### src/rtl/sd_switch_pkg.sv
// rtl/sd_switch_pkg.sv - shared types and constants for the SD SPI bus switch
package sd_switch_pkg;

  typedef enum logic [1:0] {
    STEADY,
    WAIT_IDLE,
    GAP
  } state_t;

  localparam logic SEL_PHYS = 1'b0;
  localparam logic SEL_VIRT = 1'b1;

endpackage

### src/rtl/sd_spi_switch_if.sv
// rtl/sd_spi_switch_if.sv - one SPI SD bus (chip select, clock, data both ways)
interface sd_spi_switch_if;

  logic ss;
  logic sck;
  logic mosi;
  logic miso;

  modport master (output ss, output sck, output mosi, input miso);
  modport slave  (input ss, input sck, input mosi, output miso);

endinterface

### src/rtl/activity_stretch.sv
// rtl/activity_stretch.sv - stretches a per-cycle activity flag into a visible LED pulse
module activity_stretch #(
  parameter int unsigned HOLD = 2_000_000
) (
  input  logic clk_sys,
  input  logic n_reset,
  input  logic act,
  output logic led
);

  localparam int unsigned CW = $clog2(HOLD + 1);

  logic [CW-1:0] cnt_q;

  always_ff @(posedge clk_sys or negedge n_reset) begin
    if (!n_reset) begin
      cnt_q <= '0;
    end else if (act) begin
      cnt_q <= CW'(HOLD);
    end else if (cnt_q != '0) begin
      cnt_q <= cnt_q - 1'b1;
    end
  end

  assign led = act | (cnt_q != '0);

endmodule

### src/rtl/sd_spi_switch.sv
// rtl/sd_spi_switch.sv - routes the core's SPI SD bus to the physical slot or the virtual card,
// committing selection changes only after the host has idled and both targets sat deselected.
module sd_spi_switch
  import sd_switch_pkg::*;
#(
  parameter int unsigned IDLE_CYCLES = 64,
  parameter int unsigned SWITCH_GAP  = 16,
  parameter int unsigned LED_HOLD    = 2_000_000
) (
  input  logic             clk_sys,
  input  logic             n_reset,
  input  logic             img_mounted,
  input  logic             img_size_nz,
  sd_spi_switch_if.slave   host,
  sd_spi_switch_if.master  vsd,
  sd_spi_switch_if.master  phy,
  output logic             vsd_sel,
  output logic             switching,
  output logic             drive_led
);

  localparam int unsigned IW = $clog2(IDLE_CYCLES + 1);
  localparam int unsigned GW = $clog2(SWITCH_GAP + 1);
  localparam logic [IW-1:0] IDLE_LAST = IW'(IDLE_CYCLES - 1);
  localparam logic [GW-1:0] GAP_LAST  = GW'(SWITCH_GAP - 1);

  state_t        state_q, state_d;
  logic          sel_q, sel_d;
  logic          target_q, target_d;
  logic [IW-1:0] idle_q, idle_d;
  logic [GW-1:0] gap_q, gap_d;

  // Reset lands in GAP so neither card sees a half transaction while the core restarts.
  always_ff @(posedge clk_sys or negedge n_reset) begin
    if (!n_reset) begin
      state_q  <= GAP;
      gap_q    <= GAP_LAST;
      sel_q    <= SEL_PHYS;
      target_q <= SEL_PHYS;
      idle_q   <= '0;
    end else begin
      state_q  <= state_d;
      gap_q    <= gap_d;
      sel_q    <= sel_d;
      target_q <= target_d;
      idle_q   <= idle_d;
    end
  end

  always_comb begin
    state_d  = state_q;
    sel_d    = sel_q;
    idle_d   = idle_q;
    gap_d    = gap_q;
    target_d = img_mounted ? img_size_nz : target_q;

    case (state_q)
      STEADY: begin
        if (target_q != sel_q) begin
          state_d = WAIT_IDLE;
          idle_d  = '0;
        end
      end
      WAIT_IDLE: begin
        if (target_q == sel_q) begin
          state_d = STEADY;
        end else if (!host.ss) begin
          idle_d = '0;
        end else if (idle_q == IDLE_LAST) begin
          state_d = GAP;
          gap_d   = GAP_LAST;
        end else begin
          idle_d = idle_q + 1'b1;
        end
      end
      GAP: begin
        // A mount arriving on the committing cycle still wins.
        if (gap_q == '0) begin
          sel_d   = target_d;
          state_d = STEADY;
        end else begin
          gap_d = gap_q - 1'b1;
        end
      end
      default: begin
        state_d = GAP;
        gap_d   = GAP_LAST;
      end
    endcase
  end

  logic in_gap;
  logic route_vsd;
  logic route_phy;

  assign in_gap    = (state_q == GAP);
  assign route_vsd = !in_gap && (sel_q == SEL_VIRT);
  assign route_phy = !in_gap && (sel_q == SEL_PHYS);

  assign vsd.ss    = route_vsd ? host.ss   : 1'b1;
  assign vsd.sck   = route_vsd ? host.sck  : 1'b0;
  assign vsd.mosi  = route_vsd ? host.mosi : 1'b0;
  assign phy.ss    = route_phy ? host.ss   : 1'b1;
  assign phy.sck   = route_phy ? host.sck  : 1'b0;
  assign phy.mosi  = route_phy ? host.mosi : 1'b0;
  assign host.miso = in_gap ? 1'b1 : ((sel_q == SEL_VIRT) ? vsd.miso : phy.miso);

  assign vsd_sel   = sel_q;
  assign switching = (state_q != STEADY);

  logic host_act;
  assign host_act = !host.ss && !in_gap;

  activity_stretch #(
    .HOLD(LED_HOLD)
  ) u_led (
    .clk_sys (clk_sys),
    .n_reset (n_reset),
    .act     (host_act),
    .led     (drive_led)
  );

endmodule
### src/flat_wrapper.sv
// flat-port wrapper written by rule: the top's interface ports become plain ports
module sd_spi_switch_flat import sd_switch_pkg::*;
#(
  parameter int unsigned IDLE_CYCLES = 64,
  parameter int unsigned SWITCH_GAP  = 16,
  parameter int unsigned LED_HOLD    = 2_000_000
)
  (clk_sys, n_reset, img_mounted, img_size_nz, vsd_sel, switching, drive_led, host_ss, host_sck, host_mosi, host_miso, vsd_ss, vsd_sck, vsd_mosi, vsd_miso, phy_ss, phy_sck, phy_mosi, phy_miso);
  sd_spi_switch_if host_i ();
  sd_spi_switch_if vsd_i ();
  sd_spi_switch_if phy_i ();
  input  logic clk_sys;
  input  logic n_reset;
  input  logic img_mounted;
  input  logic img_size_nz;
  output logic vsd_sel;
  output logic switching;
  output logic drive_led;
  input wire logic [$bits(host_i.ss)-1:0] host_ss;
  input wire logic [$bits(host_i.sck)-1:0] host_sck;
  input wire logic [$bits(host_i.mosi)-1:0] host_mosi;
  output wire logic [$bits(host_i.miso)-1:0] host_miso;
  output wire logic [$bits(vsd_i.ss)-1:0] vsd_ss;
  output wire logic [$bits(vsd_i.sck)-1:0] vsd_sck;
  output wire logic [$bits(vsd_i.mosi)-1:0] vsd_mosi;
  input wire logic [$bits(vsd_i.miso)-1:0] vsd_miso;
  output wire logic [$bits(phy_i.ss)-1:0] phy_ss;
  output wire logic [$bits(phy_i.sck)-1:0] phy_sck;
  output wire logic [$bits(phy_i.mosi)-1:0] phy_mosi;
  input wire logic [$bits(phy_i.miso)-1:0] phy_miso;
  assign host_i.ss = host_ss;
  assign host_i.sck = host_sck;
  assign host_i.mosi = host_mosi;
  assign host_miso = host_i.miso;
  assign vsd_ss = vsd_i.ss;
  assign vsd_sck = vsd_i.sck;
  assign vsd_mosi = vsd_i.mosi;
  assign vsd_i.miso = vsd_miso;
  assign phy_ss = phy_i.ss;
  assign phy_sck = phy_i.sck;
  assign phy_mosi = phy_i.mosi;
  assign phy_i.miso = phy_miso;
  sd_spi_switch #(.IDLE_CYCLES(IDLE_CYCLES), .SWITCH_GAP(SWITCH_GAP), .LED_HOLD(LED_HOLD)) u_core (.clk_sys(clk_sys), .n_reset(n_reset), .img_mounted(img_mounted), .img_size_nz(img_size_nz), .host(host_i), .vsd(vsd_i), .phy(phy_i), .vsd_sel(vsd_sel), .switching(switching), .drive_led(drive_led));
endmodule
### config.mk
export PLATFORM = sky130hd
export DESIGN_NAME = sd_spi_switch_flat
export DESIGN_NICKNAME = d
export VERILOG_FILES = /design/src/rtl/sd_switch_pkg.sv /design/src/rtl/sd_spi_switch_if.sv /design/src/rtl/activity_stretch.sv /design/src/rtl/sd_spi_switch.sv /design/src/flat_wrapper.sv
export SDC_FILE = /design/constraint.sdc
export NUM_CORES = 1
export LEC_CHECK = 0
export ABC_AREA = 1
export BUFFER_PORTS_ARGS = -buffer_cell sky130_fd_sc_hd__buf_2
export CAP_MARGIN = 25
export CORE_ASPECT_RATIO = 0.5
export CORE_UTILIZATION = 49
export DETAILED_ROUTE_END_ITERATION = 6
export PLACE_DENSITY = 0.67
export SLEW_MARGIN = 15
export SYNTH_ARGS = -nofsm -noshare
export SYNTH_HDL_FRONTEND = slang
export SYNTH_SLANG_ARGS = --single-unit
### constraint.sdc
create_clock -name clk_sys -period 3.44 [get_ports clk_sys]
set_input_delay 0 -clock clk_sys [delete_from_list [all_inputs] [get_ports clk_sys]]
set_output_delay 0 -clock clk_sys [all_outputs]
set_load 0.02 [all_outputs]
Word level (Yosys, flattened, before mapping)
Index checks and enable logic that the tools add are counted.
{"block": "totals", "regBits": 37, "inputBits": 9, "output_inout_bits": 10, "wordCells": 68}
{"block": "op_classes", "add_sub_neg": 3, "n_eq_ne": 14, "mux": 27, "bitwise_logic": 3, "n_reduce_logical": 15}
{"cell": "21-bit 2-to-1 mux", "n": 2}
{"cell": "7-bit 2-to-1 mux", "n": 4}
{"cell": "21-bit nonzero test", "n": 1}
{"cell": "21-bit by 1-bit subtractor with 21-bit output (second input constant)", "n": 1}
{"cell": "5-bit 2-to-1 mux", "n": 4}
{"cell": "5-bit one-hot mux with 3 select lines", "n": 1}
{"cell": "7-bit one-hot mux with 2 select lines", "n": 1}
{"cell": "2-bit 2-to-1 mux", "n": 5}
{"cell": "1-bit 2-to-1 mux", "n": 9}
{"cell": "2-bit inequality test (second input constant)", "n": 4}
{"cell": "4-bit AND reduction", "n": 2}
{"cell": "7-bit by 1-bit adder with 7-bit output (second input constant)", "n": 1}
{"cell": "7-bit by 6-bit equality test with 1-bit output (second input constant)", "n": 1}
{"cell": "2-bit one-hot mux with 3 select lines", "n": 1}
{"cell": "2-bit nonzero test", "n": 3}
{"cell": "5-bit zero test", "n": 1}
{"cell": "5-bit AND reduction", "n": 1}
{"cell": "5-bit by 1-bit subtractor with 5-bit output (second input constant)", "n": 1}
{"cell": "2-bit by 1-bit inequality test with 1-bit output (second input constant)", "n": 2}
{"cell": "1-bit logical AND", "n": 3}
{"cell": "3-bit by 1-bit inequality test with 1-bit output (second input constant)", "n": 1}
{"cell": "3-bit by 2-bit inequality test with 1-bit output (second input constant)", "n": 1}
{"cell": "3-bit inequality test (second input constant)", "n": 1}
{"cell": "2-bit by 1-bit equality test with 1-bit output (second input constant)", "n": 1}
{"cell": "other kinds (8)", "n": 10}

Logic depth before layout (Yosys ltp)
{"block": "depth", "depth_word": 5, "ltp_mapped": 10, "mapped_depth_nobuf": 10}

By module
Synthesis repeated with hierarchy kept, for this count alone.
{"block": "hier_totals", "hier_cells": 327, "area_unflattened_um2": 2422.3}
{"module": "activity_stretch", "n_inst": 1, "cells_each": 197, "area_each_um2": 1455.1}
{"module": "sd_spi_switch", "n_inst": 1, "cells_each": 130, "area_each_um2": 967.2}

Worst setup path after synthesis
OpenSTA, ideal clock, no wires.
{"block": "synth_timing", "kind": "reg-to-reg", "from": "register u_core.u_led.cnt_q[0]", "to": "register u_core.u_led.cnt_q[4]", "setup_time_ps": 115, "arrival_time_ps": 1373, "setup_slack_ps": 1952, "path_stages_with_launch": 8, "n_path_buf": 0, "cell_sequence": "dfrtp_1 -> clkinv_1 -> ha_1 -> nand2_1 -> inv_1 -> or2_2 -> nand4_1 -> inv_1"}
{"block": "synth_between", "elab_chain_cells": 3, "elab_cells_between_ends": 5}
{"element": "start: declaration", "line_no": "activity_stretch.sv:13", "rtl": "logic [CW-1:0] cnt_q;"}
{"element": "start signal: assignment", "line_no": "activity_stretch.sv:19", "rtl": "cnt_q <= CW'(HOLD);"}
{"element": "start signal: assignment", "line_no": "activity_stretch.sv:21", "rtl": "cnt_q <= cnt_q - 1'b1;"}
{"element": "21-bit by 1-bit subtractor with 21-bit output", "line_no": "activity_stretch.sv:21"}
{"element": "21-bit 2-to-1 mux", "line_no": "activity_stretch.sv:20", "rtl": "end else if (cnt_q != '0) begin"}
{"element": "21-bit 2-to-1 mux", "line_no": "activity_stretch.sv:18", "rtl": "end else if (act) begin"}
Parallel ways exist; a longest one is shown, timed or not. The select of a mux whose other input is x is not followed.
A chain may end at the register's enable or synchronous reset.

Worst setup path after layout
{"block": "layout_timing", "from": "register u_core.state_q[1]", "to": "output phy_ss"}
{"block": "layout_between", "elab_chain_cells": 4}
{"element": "start: declaration", "line_no": "sd_spi_switch.sv:27", "rtl": "state_t state_q, state_d;"}
{"element": "start signal: assignment", "line_no": "sd_spi_switch.sv:42", "rtl": "state_q <= state_d;"}
{"element": "2-bit equality test", "line_no": "sd_spi_switch.sv:96", "rtl": "assign in_gap = (state_q == GAP);"}
{"element": "1-bit zero test", "line_no": "sd_spi_switch.sv:98", "rtl": "assign route_phy = !in_gap && (sel_q == SEL_PHYS);"}
{"element": "1-bit logical AND", "line_no": "sd_spi_switch.sv:98"}
{"element": "1-bit 2-to-1 mux", "line_no": "sd_spi_switch.sv:103", "rtl": "assign phy.ss = route_phy ? host.ss : 1'b1;"}
{"element": "end: declaration", "line_no": "flat_wrapper.sv:27", "rtl": "output wire logic [$bits(phy_i.ss)-1:0] phy_ss;"}
No other way between the ends.

==> results.txt <==
* First-iteration detailed-routing DRC count: 53
* Number of primary I/O pins: 19
- Total global routing overflow: 0
- Counting the fill cells in the layout gives 442.
- Among the stages of the critical path, the cell type that occurs most often is nand2_1.
- Counting every instance in the synthesized netlist gives 331.
- Number of buffers created by CTS: 5
* Highest achievable clock rate: between 500 and 600 MHz
- In this run the remaining antenna-violating nets after routing total 0.
* Worst endpoint required time: 3.44 ns
* Terminus of the critical flop-to-flop path: u_core.u_led.cnt_q[4]
- STA classifies the critical path startpoint as a flip-flop.
* Clock Pin Slew Worst Setup and Hold Paths: 0.08 ns
* Vias per cell: 5.05
- Antenna Cells: 0
- Detailed placement ended at an HPWL of 3770 um.
- Source of the worst hold timing path: host_ss
* Worst Hold End: u_core.idle_q[2]
- Synth Area per Inst: 7.10 sq um
* Count of state elements after synthesis: 37
* Core area: 4510 sq um
- The path class of the tightest hold or removal check is in2reg.
- Dividing the detail-routed wire length by the instance count gives 12.3 um.
- Entering global routing, the biggest net connects 38 pins.
- STA classifies the critical path endpoint as an output port.
- FF/Latch Area: 932 sq um
- Worst Skew: 0.00606 ns
* Net count after synthesis: 345
- For this configuration, the core starts out at a cell density of 52.1%.
- H-tree level count: 2
* Initial DRT Pass Iterations: 4
- Across the run, the number of max-cap violations was 0.
* Setup repair after global routing missed its margin: false
- Sum Neg Setup Slack: 0 ns
- Outcome: complete, no violations
- Fraction of the cycle the final worst path needs: between 50% and 60%
- CTS placed an instance of clkbuf_8 at the clock tree root.
- The signal on the critical path passes through nand2_1 -> nand2_4 -> inv_1 -> nand2_1 -> buf_2.
- The number of gates resized after CTS was 0.
- Setup violations remaining at the end of the flow were counted as 0.
- After detailed routing, the number of remaining DRC violations is 0.
* Count of cells along the worst register-to-register path: 7
* Crit path kind: reg2out
- During synthesis, Yosys emitted a total of 0 warnings.
- Together, buffers and inverters on the worst path number 2.
* Weighted congestion reported at the end of routability-driven placement: 0.857
- Hold violation count in the final report: 0
- Headroom to the max-slew limit came out at 43.1%.
- Share of final-layout standard cells stronger than drive strength 1: about 16%
- Max-slew violation total from the final report: 0
- On the worst path, the slowest cell contributes a delay of 0.57 ns.
* Pin slew with the least headroom to its limit: 0.854 ns
- Routed vias: 2,130
- Sequential element share of the synthesized area: 39.7%
- Setup slack on the worst reg-to-reg path comes out at 1.82 ns.
* Chip Height: 51.0 um
* CP delay by family, top: flip-flops
* Cell with the largest stage delay on the worst path: dfstp_2
* Via count of the first global-routing pass: 1,976
* Hold Path Stages: 3
- Number of sinks on the clock net: 37
- From left edge to right edge, the die measures 99.9 um.
- For this run, the total global-route usage over all layers was measured as a little under a quarter.
* Cell area after synthesis: 2350 sq um
- Data arrives at the worst endpoint at 1.78 ns.
- The first global-routing pass estimated a little under 9000 um of wire.
* Pleak: approximately 1.4 nW
- For this design the ratio of total power to cell area is 685 nW/um^2.
* Final min period: ~1.8 ns
- Critical-path maximum fanout: 15
* Die area: 5090 sq um
- The multi-input combinational cells in the finished layout cover a total of 1210 sq um.
* Maximum root-to-sink buffer count: 2
* Site row count: 17
* Count of cell types in the netlist: 33
- Later-pin clock latency in the skew report: 0.30 ns
* Origin of the critical flop-to-flop path: u_core.u_led.cnt_q[0]
- Clock tree from TritonCTS: done
- Utilization after layout: 58.4%
* Maximum ir drop on the vdd rail: 0.378 mV
* Total length of routed wires: 5200 um
- Number of nets in the layout: approximately 370
* Number of antenna violations at the first check in global routing: 0
- Area overhead of the layout relative to synthesis: 12.1%
* Count of port buffers added during placement: 18
[worst register-to-register path: cells and delay by family (launching register included)]
family | cells | cell delay (ns)
fa+ha+maj | 1 | 0.35
buf+inv | 3 | 0.31
flops | 1 | 0.33
simple gates | 3 | 0.51
[stage by stage]
| step | instance area [sq um] | setup slack (ns) | std cells | power (mW) | hold slack, ns |
|---|---|---|---|---|---|
| floorplan | 2350 | 1.95 | 331 | 1.22 | -0.296 |
| global placement | 2490 | 1.86 | 411 | 1.38 | 0.145 |
| detailed placement | 2490 | 1.83 | 411 | 1.41 | 0.160 |
| CTS | 2640 | 1.63 | 422 | 1.81 | 0.0237 |
| global route | 2640 | 1.49 | 422 | 1.95 | 0.0341 |
| finish | 2640 | 1.66 | 422 | 1.80 | 0.0256 |
[Yosys cell counts (all sizes together)]
| master | number | share of area, % |
|---|---|---|
| nand2 | 93 | 16 |
| nor2 | 56 | 9.9 |
| inv | 46 | 7.3 |
| dfrtp | 32 | 34 |
| nand3 | 27 | 5.8 |
| o21ai | 14 | 3.1 |
| nand4 | 12 | 3.8 |
| nor3 | 8 | 2.1 |
| or2 | 8 | 2.1 |
| dfstp | 5 | 5.6 |
| ha | 5 | 2.7 |
| nand3b | 5 | 1.6 |
| a21oi | 4 | 0.85 |
| buf | 4 | 1.4 |
| xor2 | 3 | 1.1 |
| xnor2 | 2 | 0.75 |
| a21boi | 1 | 0.32 |
| a21o | 1 | 0.32 |
| and3 | 1 | 0.32 |
| clkinv | 1 | 0.16 |
| nor3b | 1 | 0.32 |
| o21bai | 1 | 0.32 |
| o22a | 1 | 0.37 |
[per-layer routing]
layer / up-vias / GRT usage [%] / part of all wire, %
met4: 0 / 6.62 / 1.2
met5: - / 0 / 0
met3: 7 / 7.66 / 5.0
li1: 1088 / - / -
met1: 996 / 27.8 / 47
met2: 39 / 39.2 / 47
[report_power, final]
part           total [mW]  switching [mW]  internal [mW]
clock               0.392           0.175          0.217
sequential          0.641          0.0910          0.550
combinational       0.772           0.522          0.250
total                1.80           0.788           1.02
[sequential cells by signal, indices dropped and copies added (netlist names)]
signal,flops
u_core.target_q,1
u_core.u_led.cnt_q,21
u_core.idle_q,7
u_core.state_q,2
u_core.gap_q,5
u_core.vsd_sel,1
[worst max-delay path by stage]
stage          cells after the start  slack [ns]                     to             startpoint
2_1_floorplan                      7        1.95  u_core.u_led.cnt_q[4]  u_core.u_led.cnt_q[0]
3_3_place_gp                       7        1.86  u_core.u_led.cnt_q[4]  u_core.u_led.cnt_q[0]
3_5_place_dp                       7        1.83  u_core.u_led.cnt_q[4]  u_core.u_led.cnt_q[0]
4_1_cts                            5        1.63                 phy_ss      u_core.state_q[1]
5_1_grt                            5        1.49                 vsd_ss      u_core.state_q[1]
6_report                           5        1.66                 phy_ss      u_core.state_q[1]
[placed cells by master, fill, tap and decap left out, types with 2 or more instances in the layout]
| cell type | count |
|---|---|
| nor2_2 | 6 |
| nor3_1 | 6 |
| nand3b_1 | 5 |
| inv_2 | 2 |
| or2_2 | 8 |
| nand2_2 | 4 |
| nor3_2 | 2 |
| buf_2 | 18 |
| dfstp_2 | 5 |
| xor2_1 | 3 |
| nand3_1 | 27 |
| dlygate4sd3_1 | 3 |
| clkbuf_8 | 5 |
| nand2_1 | 88 |
| dfrtp_1 | 32 |
| a21oi_1 | 4 |
| xnor2_1 | 2 |
| inv_1 | 44 |
| o21ai_0 | 12 |
| nand4_1 | 11 |
| ha_1 | 5 |
| nor2_1 | 49 |
[what timing repair did]
| action | 4_1_cts | 5_1_grt |
|---|---|---|
| hold buffers | 3 | 0 |
| setup buffers | 0 | 0 |
| endpoints found under the hold margin | 33 | 0 |
| setup endpoints to repair | 0 | 0 |
[cell families (layout without fill, tap and decap cells)]
| family | count (synthesis) | count (layout) | share of synthesized area (%) |
|---|---|---|---|
| compound gates | 22 | 22 | 5.33 |
| xor+xnor | 5 | 5 | 1.86 |
| fa+ha+maj | 5 | 5 | 2.66 |
| buf+inv | 51 | 76 | 8.89 |
| flops | 37 | 37 | 39.7 |
| simple gates | 211 | 211 | 41.6 |
[layout make-up]
class | instances | share of cell area (%)
clock buffer | 5 | 2.61
clock inverter | 3 | 1.76
inverter | 47 | 6.70
multi-input combinational | 243 | 45.9
sequential | 37 | 35.4
tap | 66 | 3.13
timing repair buffer | 21 | 4.56
Note: power is estimated with default switching activity, not from simulation.
